<file path="src/rtl/bcd_calc_ctrl.sv">
// Keypad sequencer for a two-digit BCD adder/subtractor: gathers operands and
// an operator, drives the adder from registers, captures its result and drives the display.
module bcd_calc_ctrl #(
  parameter int EVAL_CYCLES = 1
) (
  input  logic       clk,
  input  logic       nrst,
  input  logic       key_valid,
  output logic       key_ready,
  input  logic [3:0] key_code,
  output logic [7:0] add_a,
  output logic [7:0] add_b,
  output logic       add_sub,
  input  logic [7:0] res_in,
  output logic [7:0] disp,
  output logic       done
);

  localparam int            CW   = (EVAL_CYCLES > 1) ? $clog2(EVAL_CYCLES) : 1;
  localparam logic [CW-1:0] LAST = CW'(EVAL_CYCLES - 1);

  typedef enum logic [1:0] {
    S_ENTER_A,
    S_ENTER_B,
    S_EVAL,
    S_RESULT
  } state_t;

  state_t          r_state;
  logic [7:0]      r_a;
  logic [7:0]      r_b;
  logic            r_sub;
  logic [7:0]      r_res;
  logic [CW-1:0]   r_cnt;
  logic [7:0]      r_disp_hold;
  logic            r_done;

  state_t          w_state_nxt;
  logic [7:0]      w_a_nxt;
  logic [7:0]      w_b_nxt;
  logic            w_sub_nxt;
  logic [7:0]      w_res_nxt;
  logic [CW-1:0]   w_cnt_nxt;
  logic            w_done_nxt;
  logic [7:0]      w_disp;

  logic            w_accept;
  logic            w_is_digit;
  logic            w_is_op;
  logic            w_is_eq;
  logic            w_is_clr;

  assign key_ready  = (r_state != S_EVAL);
  assign w_accept   = key_valid && key_ready;
  assign w_is_digit = (key_code <= 4'd9);
  assign w_is_op    = (key_code == 4'd10) || (key_code == 4'd11);
  assign w_is_eq    = (key_code == 4'd12);
  assign w_is_clr   = (key_code == 4'd13);

  // NOTE: every signal gets a default before the case so no path leaves it unassigned (no latches).
  always_comb begin
    w_state_nxt = r_state;
    w_a_nxt     = r_a;
    w_b_nxt     = r_b;
    w_sub_nxt   = r_sub;
    w_res_nxt   = r_res;
    w_cnt_nxt   = '0;
    w_done_nxt  = 1'b0;

    unique case (r_state)
      S_ENTER_A: begin
        if (w_accept) begin
          if (w_is_digit) begin
            w_a_nxt = {r_a[3:0], key_code};
          end else if (w_is_op) begin
            w_sub_nxt   = key_code[0];
            w_b_nxt     = 8'h00;
            w_state_nxt = S_ENTER_B;
          end
        end
      end

      S_ENTER_B: begin
        if (w_accept) begin
          if (w_is_digit) begin
            w_b_nxt = {r_b[3:0], key_code};
          end else if (w_is_op) begin
            w_sub_nxt = key_code[0];
          end else if (w_is_eq) begin
            w_state_nxt = S_EVAL;
          end
        end
      end

      S_EVAL: begin
        if (r_cnt == LAST) begin
          w_res_nxt   = res_in;
          w_done_nxt  = 1'b1;
          w_state_nxt = S_RESULT;
        end else begin
          w_cnt_nxt = r_cnt + CW'(1);
        end
      end

      S_RESULT: begin
        if (w_accept) begin
          if (w_is_digit) begin
            w_a_nxt     = {4'h0, key_code};
            w_b_nxt     = 8'h00;
            w_state_nxt = S_ENTER_A;
          end else if (w_is_op) begin
            w_a_nxt     = r_res;
            w_sub_nxt   = key_code[0];
            w_b_nxt     = 8'h00;
            w_state_nxt = S_ENTER_B;
          end else if (w_is_eq) begin
            // Repeat-equals: previous result becomes A, last B and operator reused.
            w_a_nxt     = r_res;
            w_state_nxt = S_EVAL;
          end
        end
      end

      default: w_state_nxt = S_ENTER_A;
    endcase

    // Clear behaves like reset; keys are never accepted in EVAL so it cannot abort one.
    if (w_accept && w_is_clr) begin
      w_state_nxt = S_ENTER_A;
      w_a_nxt     = 8'h00;
      w_b_nxt     = 8'h00;
      w_sub_nxt   = 1'b0;
      w_res_nxt   = 8'h00;
      w_cnt_nxt   = '0;
      w_done_nxt  = 1'b0;
    end
  end

  always_comb begin
    w_disp = r_disp_hold;
    unique case (r_state)
      S_ENTER_A: w_disp = r_a;
      S_ENTER_B: w_disp = r_b;
      S_RESULT:  w_disp = r_res;
      default:   w_disp = r_disp_hold;
    endcase
  end

  // NOTE: state is updated with non-blocking assignments so all registers sample pre-edge values.
  always_ff @(posedge clk or negedge nrst) begin
    if (!nrst) begin
      r_state     <= S_ENTER_A;
      r_a         <= 8'h00;
      r_b         <= 8'h00;
      r_sub       <= 1'b0;
      r_res       <= 8'h00;
      r_cnt       <= '0;
      r_disp_hold <= 8'h00;
      r_done      <= 1'b0;
    end else begin
      r_state     <= w_state_nxt;
      r_a         <= w_a_nxt;
      r_b         <= w_b_nxt;
      r_sub       <= w_sub_nxt;
      r_res       <= w_res_nxt;
      r_cnt       <= w_cnt_nxt;
      r_disp_hold <= w_disp;
      r_done      <= w_done_nxt;
    end
  end

  assign add_a   = r_a;
  assign add_b   = r_b;
  assign add_sub = r_sub;
  assign disp    = w_disp;
  assign done    = r_done;

endmodule
</file>
<file path="config.mk">
export PLATFORM = sky130hd
export DESIGN_NAME = bcd_calc_ctrl
export DESIGN_NICKNAME = d
export VERILOG_FILES = /design/src/rtl/bcd_calc_ctrl.sv
export SDC_FILE = /design/constraint.sdc
export NUM_CORES = 1
export LEC_CHECK = 0
export ABC_AREA = 0
export ABC_CLOCK_PERIOD_IN_PS = 5100
export CORE_ASPECT_RATIO = 1.1
export CORE_MARGIN = 1.5
export CORE_UTILIZATION = 55
export CTS_BUF_LIST = sky130_fd_sc_hd__clkbuf_8
export DETAILED_ROUTE_END_ITERATION = 12
export PLACE_DENSITY = 0.89
export SETUP_SLACK_MARGIN = 0.4
export SLEW_MARGIN = 20
export SYNTH_ARGS = -nofsm -noshare
export SYNTH_HDL_FRONTEND = slang
export SYNTH_SLANG_ARGS = --single-unit
</file>
<file path="constraint.sdc">
create_clock -name clk -period 5.1 [get_ports clk]
set_input_delay 1.02 -clock clk [delete_from_list [all_inputs] [get_ports clk]]
set_output_delay 1.02 -clock clk [all_outputs]
set_load 0.01 [all_outputs]
</file>
==> results.toml <==
[run_status]
status = "completed"

[synthesis]
synth_area_leader_cell = "sky130_fd_sc_hd__dfrtp_1"
ys_dominant_reg_cell = "sky130_fd_sc_hd__dfrtp_1"
syn-instance-count = 148
synth-seq-cells = 36
synth.area.top_cells = "sky130_fd_sc_hd__dfrtp_1 51%, sky130_fd_sc_hd__mux4_2 10%, sky130_fd_sc_hd__mux2_4 6.8%"
postSynthAreaPerCell_um2 = 11.9
net_count_after_synthesis = 163
netlist.area_leader.share_pct = 51.0
number_of_flops_mapped_to_enable_cells_by_yosys = 0
netlist_area_um2 = 1770
yosys_warnings = 0
yosys.cell_types.count = 34
yosys-top-cells-count = "36 x sky130_fd_sc_hd__dfrtp_1, 20 x sky130_fd_sc_hd__nand2_1, 11 x sky130_fd_sc_hd__nor2_1"
async_flop_share_pct = 100
yosysSeqAreaShare_pct = 51.0
synthMostInstantiatedCell = "sky130_fd_sc_hd__dfrtp_1"

[power]
vdd.ir_drop.worst_uv = 393
power-per-cell-area_nw_per_um2 = 558
internal-power_uw = 864
power.combinational.fraction_pct = 39.9
netSwitchingPower_uw = 407
total_power_uw = 1270
clkPwrFrac_pct = 19.5
swShare_pct = 32.0
p_seq_share_pct = 40.6
power.static_leakage_uw = 0.000983

[sta]
setup_viol_count_final = 0
worst-slew-pin-transition_ps = 969
hold_violations = 0
rsz_0062_raised_after_global_routing = "no"
report.final.slew_viol_count = 0
timing.final.crit_share_pct = 65.0
final.setup_skew_ps = 4.60
peak_freq_mhz = 302
period_minus_slack_ps = 3320
setup_tns_ps = 0
timing.max_slew.rel_slack_pct = 35.1

[floorplan]
core_area_um2 = 3050
floorplan.initialDensity_pct = 58.0
core.rowCount = 21
io_pins = 42
die_footprint_um2 = 3560
die_height_um = 62.5
die_w_um = 57.1

[critical_path]
criticalPathCategory = "register to primary output"
ff2ff_setup_slack_ps = 2350
timing.critical_path.cells = "mux4_2 > clkdlybuf4s50_1"
worstSetupEndpointType = "primary output"
critPathSlowestCell = "sky130_fd_sc_hd__dfrtp_1"
critical-path-top-delay-family = "flip-flops"
startpoint_type = "register"
timing.critical_path.arrival_ps = 2300
timing.critical_path.fanout_max = 16
wp_buf_inv = 1
max_stage_delay_ps = 870
crit_required_ps = 4080

[worst_hold_path]
type_of_the_worst_min_delay_path = "register to register"

[place]
hpwlAfterDp_um = 2990
gp_congestion = 0.820
portBuffers = 41

[cells_and_area]
insertedDiodeCount = 0
final_net_count = 201
drive_gt1_share_pct = 15.5
multi_input_area_um2 = 800
seqCellArea_um2 = 901
area.growth.synth_to_final_pct = 28.9
fillCellCount = 211

[drt]
route.final.wire_length_um = 4430
vias = 1402
first_pass_iters = 4
wl_per_cell_um = 20.0
route.detailed.vias_per_inst = 6.34
remaining_drc_errors = 0
detail-route-antenna-nets = 0
detailedRoute.firstIterationViolations = 80

[clock_network]
cts.sink_count = 36
htree_num_levels = 2
postCtsSetupRepairBufs = 0
cts_buffer_depth = 2
tritoncts.num_buffers = 5
cts_repair_resize_count = 0
worstSkewPairLatency_ps = 290
cts.reportedPaths.clkPinSlew_ps = 70
ctsRootBufferMaster = "sky130_fd_sc_hd__clkbuf_8"
cts_hold_buffers = 0
clock_tree_from_tritoncts = "yes"

[global_route]
grt_max_degree = 37
groute.usage.overall_pct = 27.4
via_count_of_the_first_global_routing_pass = 1417
grt_overflow_total = 0
number_of_antenna_violations_at_the_first_check_in_global_routing = 0
first_pass_grt_wire_length_um = 7290

[job]
cap_viol_max_count = 0
## worst paths after layout
path / start / endpoint / cells past startpoint
max in group asynchronous: nrst / r_res[6] / 2
min in group asynchronous: nrst / add_a[7] / 2
worst min-delay path: add_a[5] / add_a[5] / 1
worst max register to register: r_state[0] / add_a[2] / 5
worst min register to register: add_a[5] / add_a[5] / 1
worst max-delay path: r_state[1] / disp[4] / 2
## cells in the final DEF (no fill, tap or decap), types with 2 or more instances in the layout
cell                              netlist  layout
sky130_fd_sc_hd__a21oi_1                2       2
sky130_fd_sc_hd__a22o_1                 8       8
sky130_fd_sc_hd__a22oi_1                4       4
sky130_fd_sc_hd__clkbuf_8               0       5
sky130_fd_sc_hd__clkdlybuf4s50_1        0      41
sky130_fd_sc_hd__dfrtp_1               36      36
sky130_fd_sc_hd__mux2_4                 8       8
sky130_fd_sc_hd__mux2i_1                4       4
sky130_fd_sc_hd__mux4_2                 8       8
sky130_fd_sc_hd__nand2_1               20      20
sky130_fd_sc_hd__nand3_1                3       3
sky130_fd_sc_hd__nand4b_1               2       2
sky130_fd_sc_hd__nor2_1                11      11
sky130_fd_sc_hd__nor2b_1                3       3
sky130_fd_sc_hd__nor3_1                 2       2
sky130_fd_sc_hd__o21ai_0               10      10
## cells by family (layout without fill, tap and decap cells)
family	Yosys count	count (layout)	share of synthesized area, %
multiplexers	20	20	19.3
buffers and inverters	13	52	3.82
flip-flops	36	36	51.0
AO/OA/AOI/OAI	32	32	13.2
AND/OR/NAND/NOR	47	47	12.8
## metrics by stage
stage | util [%] | setup WS, ps | cell area [um^2] | instances | hold WS, ps
after global placement | 71.1 | 1900 | 2170 | 213 | 517
after CTS | 74.8 | 1780 | 2280 | 221 | 547
final | 74.8 | 1780 | 2280 | 221 | 544
after global routing | 74.8 | 1690 | 2280 | 221 | 562
after detailed placement | 71.1 | 1850 | 2170 | 213 | 521
after floorplan | - | 2660 | 1770 | 148 | 515
## power groups by stage
stage | combinational [uW] | sequential [uW] | clock [uW]
2_1_floorplan | 265 | 494 | 0
3_3_place_gp | 485 | 509 | 0
3_5_place_dp | 506 | 518 | 0
4_1_cts | 510 | 516 | 250
5_1_grt | 542 | 534 | 261
6_report | 507 | 517 | 248
## routing by layer
layer  GRT usage (%)  share of wire (%)
met1            36.6                 40
met2            42.2                 51
met3            7.25                7.5
met4            11.6                1.8
met5               0                  0
## layout make-up
cell class / instances / share of cell area [%]
inverter: 2 / 0.329
tap: 34 / 1.87
clock buffer: 5 / 3.02
timing repair buffer: 42 / 18.3
clock inverter: 3 / 1.87
multi-input combinational: 99 / 35.1
sequential: 36 / 39.5
## flip-flops by register name, indices dropped and copies added (netlist names)
name / count
r_res: 8
r_disp_hold: 8
r_state: 2
done: 1
add_sub: 1
add_a: 8
add_b: 8
Note: power is estimated with default switching activity, not from simulation.
